**src/rtl/md_pkg.sv**
```systemverilog
`default_nettype none
// ============================================================================
//  Module      : md_pkg
//  Description : Shared encodings for the RV32M multiply/divide unit.
//  Revision    : 1.0
// ============================================================================
package md_pkg;

    localparam int XLEN_DEFAULT = 32;

    typedef enum logic [2:0] {
        MD_MUL    = 3'd0,
        MD_MULH   = 3'd1,
        MD_MULHSU = 3'd2,
        MD_MULHU  = 3'd3,
        MD_DIV    = 3'd4,
        MD_DIVU   = 3'd5,
        MD_REM    = 3'd6,
        MD_REMU   = 3'd7
    } md_op_e;

    typedef enum logic [1:0] {
        S_IDLE = 2'd0,
        S_PREP = 2'd1,
        S_CALC = 2'd2,
        S_FIX  = 2'd3
    } md_state_e;

    function automatic logic op_is_div(input md_op_e op);
        return op[2];
    endfunction

    function automatic logic op_is_rem(input md_op_e op);
        return (op == MD_REM) || (op == MD_REMU);
    endfunction

    function automatic logic op_in1_signed(input md_op_e op);
        return (op == MD_MULH) || (op == MD_MULHSU) || (op == MD_DIV) || (op == MD_REM);
    endfunction

    function automatic logic op_in2_signed(input md_op_e op);
        return (op == MD_MULH) || (op == MD_DIV) || (op == MD_REM);
    endfunction

endpackage
`default_nettype wire

```
**src/rtl/md_iter_core.sv**
```systemverilog
`default_nettype none
// ============================================================================
//  Module      : md_iter_core
//  Description : One radix-2 step: shift-add multiply or restoring divide.
//  Revision    : 1.0
// ============================================================================
module md_iter_core #(
    parameter int XLEN = 32
) (
    input  logic              is_div,
    input  logic [2*XLEN-1:0] acc,
    input  logic [XLEN-1:0]   opnd,
    output logic [2*XLEN-1:0] acc_nxt
);

    logic [XLEN:0] w_sum;
    logic [XLEN:0] w_rem_hi;
    logic [XLEN:0] w_diff;

    always_comb begin
        w_sum    = {1'b0, acc[2*XLEN-1:XLEN]} + (acc[0] ? {1'b0, opnd} : {(XLEN+1){1'b0}});
        // Partial remainder after shifting in the next dividend bit
        w_rem_hi = acc[2*XLEN-1:XLEN-1];
        w_diff   = w_rem_hi - {1'b0, opnd};
        if (is_div) begin
            if (!w_diff[XLEN]) begin
                acc_nxt = {w_diff[XLEN-1:0], acc[XLEN-2:0], 1'b1};
            end else begin
                acc_nxt = {w_rem_hi[XLEN-1:0], acc[XLEN-2:0], 1'b0};
            end
        end else begin
            acc_nxt = {w_sum, acc[XLEN-1:1]};
        end
    end

endmodule
`default_nettype wire

```
**src/rtl/md_unit.sv**
```systemverilog
`default_nettype none
// ============================================================================
//  Module      : md_unit
//  Description : Iterative RV32M multiply/divide unit with start/busy/done.
//                Optional zero-operand early completion: MD_EARLY_OUT_EN.
//  Revision    : 1.0
// ============================================================================
module md_unit
    import md_pkg::*;
#(
    parameter int XLEN = XLEN_DEFAULT,
    parameter int ITER = XLEN
) (
    input  logic            clk,
    input  logic            rst_n,
    input  logic            start,
    input  logic [XLEN-1:0] in1,
    input  logic [XLEN-1:0] in2,
    input  logic [2:0]      md_op,
    output logic            busy,
    output logic            done,
    output logic [XLEN-1:0] md_out
);

    localparam int                 c_CNT_W    = (ITER > 1) ? $clog2(ITER) : 1;
    localparam logic [c_CNT_W-1:0] c_CNT_LAST = c_CNT_W'(ITER - 1);

    md_state_e           r_state, w_state_nxt;
    md_op_e              r_op;
    logic [XLEN-1:0]     r_in1, r_in2, r_opnd, r_md_out;
    logic [2*XLEN-1:0]   r_acc, w_acc_nxt, w_prod;
    logic [c_CNT_W-1:0]  r_cnt;
    logic                r_neg;

    logic                w_is_div, w_in1_neg, w_in2_neg, w_in2_zero, w_neg;
    logic [XLEN-1:0]     w_mag1, w_mag2, w_quo, w_rem, w_result;

    md_iter_core #(.XLEN(XLEN)) u_core (
        .is_div  (w_is_div),
        .acc     (r_acc),
        .opnd    (r_opnd),
        .acc_nxt (w_acc_nxt)
    );

    always_comb begin
        w_is_div   = op_is_div(r_op);
        w_in1_neg  = op_in1_signed(r_op) & r_in1[XLEN-1];
        w_in2_neg  = op_in2_signed(r_op) & r_in2[XLEN-1];
        w_mag1     = w_in1_neg ? -r_in1 : r_in1;
        w_mag2     = w_in2_neg ? -r_in2 : r_in2;
        w_in2_zero = (r_in2 == '0);
        // Divide by zero must yield all ones, so its quotient is never negated
        if (op_is_rem(r_op))             w_neg = w_in1_neg;
        else if (w_is_div && w_in2_zero) w_neg = 1'b0;
        else                             w_neg = w_in1_neg ^ w_in2_neg;

        w_prod = r_neg ? -w_acc_nxt : w_acc_nxt;
        w_quo  = r_neg ? -w_acc_nxt[XLEN-1:0] : w_acc_nxt[XLEN-1:0];
        w_rem  = r_neg ? -w_acc_nxt[2*XLEN-1:XLEN] : w_acc_nxt[2*XLEN-1:XLEN];
        case (r_op)
            MD_MUL:                       w_result = w_prod[XLEN-1:0];
            MD_MULH, MD_MULHSU, MD_MULHU: w_result = w_prod[2*XLEN-1:XLEN];
            MD_DIV, MD_DIVU:              w_result = w_quo;
            default:                      w_result = w_rem;
        endcase
    end

`ifdef MD_EARLY_OUT_EN
    logic            w_early;
    logic [XLEN-1:0] w_early_res;

    always_comb begin
        w_early     = w_is_div ? w_in2_zero : ((r_in1 == '0) || w_in2_zero);
        w_early_res = '0;
        if (w_is_div) w_early_res = op_is_rem(r_op) ? r_in1 : '1;
    end
`endif

    always_ff @(posedge clk or negedge rst_n) begin
        if (!rst_n) r_state <= S_IDLE;
        else        r_state <= w_state_nxt;
    end

    always_comb begin
        w_state_nxt = r_state;
        case (r_state)
            S_IDLE: if (start) w_state_nxt = S_PREP;
            S_PREP: begin
`ifdef MD_EARLY_OUT_EN
                if (w_early) w_state_nxt = S_FIX;
                else         w_state_nxt = S_CALC;
`else
                w_state_nxt = S_CALC;
`endif
            end
            S_CALC: if (r_cnt == c_CNT_LAST) w_state_nxt = S_FIX;
            default: w_state_nxt = S_IDLE;
        endcase
    end

    always_ff @(posedge clk or negedge rst_n) begin
        if (!rst_n) begin
            r_in1    <= '0;
            r_in2    <= '0;
            r_op     <= MD_MUL;
            r_acc    <= '0;
            r_opnd   <= '0;
            r_cnt    <= '0;
            r_neg    <= 1'b0;
            r_md_out <= '0;
        end else begin
            case (r_state)
                S_IDLE: begin
                    if (start) begin
                        r_in1 <= in1;
                        r_in2 <= in2;
                        r_op  <= md_op_e'(md_op);
                    end
                end
                S_PREP: begin
                    r_cnt <= '0;
                    r_neg <= w_neg;
                    // Multiply shifts the multiplier out of the low half; divide shifts the dividend
                    if (w_is_div) begin
                        r_acc  <= {{XLEN{1'b0}}, w_mag1};
                        r_opnd <= w_mag2;
                    end else begin
                        r_acc  <= {{XLEN{1'b0}}, w_mag2};
                        r_opnd <= w_mag1;
                    end
`ifdef MD_EARLY_OUT_EN
                    if (w_early) r_md_out <= w_early_res;
`endif
                end
                S_CALC: begin
                    r_acc <= w_acc_nxt;
                    r_cnt <= r_cnt + c_CNT_W'(1);
                    if (r_cnt == c_CNT_LAST) r_md_out <= w_result;
                end
                default: ;
            endcase
        end
    end

    assign busy   = (r_state == S_PREP) || (r_state == S_CALC);
    assign done   = (r_state == S_FIX);
    assign md_out = r_md_out;

endmodule
`default_nettype wire

```
**config.mk**
```make
export PLATFORM = sky130hd
export DESIGN_NAME = md_unit
export DESIGN_NICKNAME = d
export VERILOG_FILES = /design/src/rtl/md_pkg.sv /design/src/rtl/md_iter_core.sv /design/src/rtl/md_unit.sv
export SDC_FILE = /design/constraint.sdc
export NUM_CORES = 1
export LEC_CHECK = 0
export CAP_MARGIN = 20
export CORE_MARGIN = 2
export CORE_UTILIZATION = 65
export CTS_BUF_LIST = sky130_fd_sc_hd__clkbuf_2 sky130_fd_sc_hd__clkbuf_4 sky130_fd_sc_hd__clkbuf_8
export DETAILED_ROUTE_END_ITERATION = 10
export PLACE_DENSITY = 0.83
export SYNTH_ARGS = -nofsm -noshare
export SYNTH_HDL_FRONTEND = slang
export SYNTH_SLANG_ARGS = --single-unit
```
**constraint.sdc**
```tcl
create_clock -name clk -period 10.8 [get_ports clk]
set_input_delay 2.16 -clock clk [delete_from_list [all_inputs] [get_ports clk]]
set_output_delay 2.16 -clock clk [all_outputs]
set_load 0.1 [all_outputs]
```
; ---- Word level (Yosys, flattened, before mapping)
; Cells that the tools add are included.
[word_totals]
out_inout_bits = 34
inputBits = 70
register_bits = 203
word_cells = 68
[op_classes]
eq_ne = 13
muxes = 18
add_sub_neg = 8
reduce_logical = 17
bitwise_logic = 3
[ops]
columns = op, n
row1 = $mux W32, 7
row2 = $mux W64, 3
row3 = $neg A32 Y32, 4
row4 = $pmux W64 S2, 1
row5 = $pmux W32 S3, 1
row6 = $neg A64 Y64, 1
row7 = $add A32 B33 Y33, 1
row8 = $sub A33 B32 Y33, 1
row9 = $logic_not A32 Y1, 1
row10 = $eq A3 B3 Y1 const B, 4
row11 = $pmux W5 S2, 1
row12 = $logic_or A1 B1 Y1, 7
row13 = $eq A3 B2 Y1 const B, 2
row14 = $pmux W2 S3, 1
row15 = $reduce_and A2 Y1, 3
row16 = $add A5 B1 Y5 const B, 1
row17 = $eq A5 B5 Y1 const B, 1
row18 = $eq A2 B2 Y1 const B, 2
row19 = $mux W2, 2
row20 = $ne A2 B2 Y1 const B, 2
row21 = $eq A3 B1 Y1 const B, 1
row22 = $logic_not A3 Y1, 1
row23 = $reduce_or A3 Y1, 1
row24 = $and A1 B1 Y1, 2
row25 = other kinds (7), 8

; ---- Logic depth before layout (Yosys ltp)
[logic_depth]
depth_word = 8
ltp_mapped = 22
mapped_depth_nobuf = 22

; ---- Hierarchy
; A second synthesis with hierarchy kept.
[hier_totals]
hier_cells = 2175
hier_area_um2 = 17988.5
[by_module_without_submodules]
columns = module, instances, area_each_um2, seq_area_each_um2, cells_each
row1 = md_unit, 1, 13215.2, 5079.9, 1470
row2 = md_iter_core, 1, 4773.3, 0.0, 705

; ---- Worst setup path after synthesis
; OpenSTA, ideal clock, no wires.
[synth_path]
path_kind = flip-flop to flip-flop
startpoint = register r_op[2]
endpoint = register r_md_out[6], in the netlist md_out[6]
setup_time_ns = 0.083
path_slack_ns = 5.775
t_required_ns = 10.717
arrival_time_ns = 4.942
path_stages_with_launch = 22
path_buffers = 9
period_less_slack_ns = 5.025
path_cell_list = dfrtp_1 buf_2 buf_1 clkbuf_1 clkbuf_1 buf_2 buf_2 buf_1 clkbuf_1 o21ai_0 inv_1 ha_1 o21a_1 o211ai_1 or3_1 or2_2 clkbuf_1 a21o_1 o21ai_0 xnor2_1 a21oi_1 o21ai_0
[synth_via]
elab_chain_len = 4
elab_cells_between_ends = 16
cone_classes = add/sub: 3 / eq/ne: 5 / mux: 5 / reduce/logical: 3
[synth_rtl]
columns = item, line_no
row1 = from (decl), md_unit.sv:29  ; md_op_e r_op;
row2 = from (signal assigned), md_unit.sv:117  ; r_op <= md_op_e'(md_op);
row3 = $mux W64, md_iter_core.sv:25  ; if (is_div) begin
row4 = "$neg A64 Y64, or another cell as far along", md_unit.sv:57  ; w_prod = r_neg ? -w_acc_nxt : w_acc_nxt;
row5 = "$mux W64, or another cell as far along", md_unit.sv:57
row6 = $pmux W32 S3 (*), md_unit.sv:60  ; case (r_op)
row7 = to (signal assigned), md_unit.sv:138  ; if (r_cnt == c_CNT_LAST) r_md_out <= w_result;
row8 = to (decl), md_unit.sv:30  ; logic [XLEN-1:0] r_in1, r_in2, r_opnd, r_md_out;
; Mark *: on every way between the ends. The rest lies on a longest branch, timed or not.
; A chain may end at the register's enable or synchronous reset.

; ---- Worst setup path after layout
[layout_path]
startpoint = register r_acc[31]
endpoint = register r_md_out[24], in the netlist md_out[24]
[layout_via]
elab_chain_len = 6
elab_cells_between_ends = 10
cone_classes = add/sub: 4 / mux: 6
[layout_rtl]
columns = item, line_no
row1 = from (decl), md_unit.sv:31  ; logic [2*XLEN-1:0] r_acc, w_acc_nxt, w_prod;
row2 = from (signal assigned), md_unit.sv:125  ; r_acc <= {{XLEN{1'b0}}, w_mag1};
row3 = from (signal assigned), md_unit.sv:128  ; r_acc <= {{XLEN{1'b0}}, w_mag2};
row4 = from (signal assigned), md_unit.sv:136  ; r_acc <= w_acc_nxt;
row5 = $sub A33 B32 Y33, md_iter_core.sv:24  ; w_diff = w_rem_hi - {1'b0, opnd};
row6 = $mux W64, md_iter_core.sv:26  ; if (!w_diff[XLEN]) begin
row7 = $mux W64 (*), md_iter_core.sv:25
row8 = "$neg A64 Y64, or another cell as far along", md_unit.sv:57
row9 = "$mux W64, or another cell as far along", md_unit.sv:57
row10 = $pmux W32 S3 (*), md_unit.sv:60
; Marks and branches as above.

==> run metrics <==
Crit Reg-Reg Endpoint md_out[24]$_DFFE_PN0P_; CTS root buf clkbuf_8; Least-Margin Pin Slew 1192 ps; Num Clock Sinks 203; chip height 170.0 um; RSZ-0062 raised after global routing false; critical path endpoint category flip-flop; Post-Route WL 59.21 mm; Hold Crit Class reg2reg; Setup TNS 0 ps; Die X 170.0 um; hold buffer count at cts 0; largest area contributor in the netlist dfrtp_1; PortBufs 103; final setup fails 0; Worst Path Required 11230 ps; Clock Tree Buf Depth 3; DRC 0; R2R depth 20; Post-DRT Antenna Nets 0; post-CTS resize count 0; largest stage delay on the critical path 710 ps; starting density of the core 66.24%; worst skew pair latency 560 ps; Via-to-Cell Ratio 6.935; Avg WL per Cell 23.42 um; first-pass iteration count of the detailed router 8; commonest non-fill, non-tap cell in the layout nor2_1; Final Critical Period 6402 ps; most frequent cells in the layout nor2_1, dfrtp_1, nand2_1, a21oi_1, o21ai_0; grt ovf 0; Synth area leaders dfrtp_1, ha_1, xnor2_1; worst rel slew slack 20.40%; worst setup path class reg2reg; status completed; Critical Path Start Type flip-flop; average size of a mapped cell 8.460 sq um; Yosys reg bits 203; Clock Pin Slew Worst Setup and Hold Paths 60 ps; site row count 60; total track usage 41.04%; Post-DP HPWL 43.94 mm; Hold Startpoint md_out[1]$_DFFE_PN0P_; Layout Skew 40.67 ps; crit path cell chain inv_1 -> ha_1 -> fa_1 -> nand2b_1 -> a21oi_1 -> o21ai_0 -> a211o_1 -> a211oi_4 -> buf_4 -> mux2i_1 -> ha_1 -> nand2_1 -> nor4b_1 -> a311oi_1 -> nor3b_1 -> nand3_2 -> o31ai_2 -> xor2_1 -> a21oi_1 -> a311oi_1; crit share post-route 59.28%; CTS tree done; CP max stage cell a211oi_4; flop2flop setup slack 4400 ps; ys async rst share 100.0%; Synthesized Nets 2262; EDFF count, synth 0; Unique masters post-synth 86; Top FF cell, synth dfrtp_1; initial antenna violation count 4; via total after detailed routing 17530; Core Area 0.02703 sq mm; synth warn 0; max-slew violation count 0; Yosys top cell area share 28.38%; Mapped Area 0.01790 sq mm; Layout area overhead 10.67%; H-tree level count 2; Iteration-0 DRC Markers 2018; Reg2Reg Launch Point r_acc[31]$_DFFE_PN0P_; pin count of the biggest net entering global routing 86; crit path from r_acc[31]$_DFFE_PN0P_; maximum fanout along the worst path 17; Max Clk Rate 156.2 MHz; Placer Congestion 0.9926; Final Hold Viols 0; MaxCap Viol Count 0; non-filler instance count after layout 2528; number of global-route vias before repair 16850; fin nets 2309; CP Data Arrival Time 6830 ps; Syn Inst Count 2116; postcts setup bufs 0; wire length of the first global-routing pass 92.35 mm; CTS buffer count 36; Inst Count DP 2465; Die ar. 0.02888 sq mm; share of cells above drive strength 1 10.39%; Seq/Total Area, Yosys 28.38%; critical path endpoint md_out[24]$_DFFE_PN0P_; Top Ports 104
per-layer routing:
layer  share of wire (%)  vias to the layer above  wire length, um  global-route usage (%)
li1                    -                     7862                -                       -
met1                  38                     8379            22380                   51.10
met2                  46                     1029            27530                   67.70
met3                 9.6                      257             5666                   8.279
met4                 6.1                        4             3596                   21.59
met5               0.046                        -               27                       0
sequential cells by signal (all words and copies together) (netlist names):
signal and cells:
r_acc 64, md_out 32, r_in1 32, r_in2 32, r_opnd 32, r_cnt 5
r_op 3, r_state 2, r_neg 1
synth_stat cells, types with 21 or more instances:
master    instances
o211ai_1         26
and2_1           43
xor2_1           76
nand2_1         170
nand3_1          33
mux2i_1          81
a31oi_1          22
ha_1             74
buf_1            28
a21oi_1         152
a22o_1           22
inv_1            77
clkbuf_1         75
xnor2_1         104
nor2_1          228
nand2b_1         26
o31ai_1          28
mux4_2           28
or3_1            23
o21ai_0         149
nor3_1           50
mux2_2           74
dfrtp_1         203
a21o_1           24
nor4_1           21
through the flow:
step           instance area, sq um  worst slack [ps]  hold slack, ps  util [%]
3_5_place_dp                  19080              4593           473.1     70.59
5_1_grt                       19810              3896           511.0     73.29
4_1_cts                       19790              4542           486.0     73.23
2_1_floorplan                 17900              5775           479.4         -
6_report                      19810              4398           480.1     73.31
3_3_place_gp                  19080              4866           464.8     70.59
cell type report:
| type | instances | area [sq um] |
|---|---|---|
| antenna | 2 | 5.005 |
| clock buffer | 54 | 674.4 |
| clock inverter | 6 | 38.79 |
| fill | 2083 | 7214 |
| inverter | 77 | 289.0 |
| multi-input combinational | 1716 | 12060 |
| sequential | 203 | 5085 |
| tap | 341 | 426.7 |
| timing repair buffer | 129 | 1237 |
worst min-delay path by stage:
stage                                  endpoint  depth (start not counted)
final                     md_out[1]$_DFFE_PN0P_                          2
after global routing      md_out[1]$_DFFE_PN0P_                          2
after CTS                 md_out[7]$_DFFE_PN0P_                          2
after detailed placement  md_out[7]$_DFFE_PN0P_                          2
after global placement    md_out[9]$_DFFE_PN0P_                          2
after floorplan           r_in1[15]$_DFFE_PN0P_                          1
critical path: cells and delay by family, from the launching register on:
| kind | cells | cell delay (ps) |
|---|---|---|
| multiplexers | 1 | 480 |
| AND/OR/NAND/NOR | 5 | 1240 |
| AO/OA/AOI/OAI | 8 | 2540 |
| buffers and inverters | 2 | 500 |
| flip-flops | 1 | 410 |
| XOR/XNOR | 1 | 170 |
| adder cells (fa/ha/maj) | 3 | 930 |
logic make-up (layout without fill, tap and decap cells):
| kind of cell | count (synthesis) | count (layout) | share of synthesized area [%] |
|---|---|---|---|
| fa+ha+maj | 76 | 76 | 5.396 |
| xor+xnor | 180 | 180 | 8.806 |
| simple gates | 685 | 685 | 18.55 |
| buf+inv | 197 | 266 | 4.368 |
| flops | 203 | 203 | 28.38 |
| compound gates | 592 | 592 | 21.80 |
| other cells | 0 | 2 | 0 |
| mux | 183 | 183 | 12.71 |
Power is left out: the tool's default activity adds up to more than one toggle a clock period on the data nets, which glitch-free logic cannot reach.
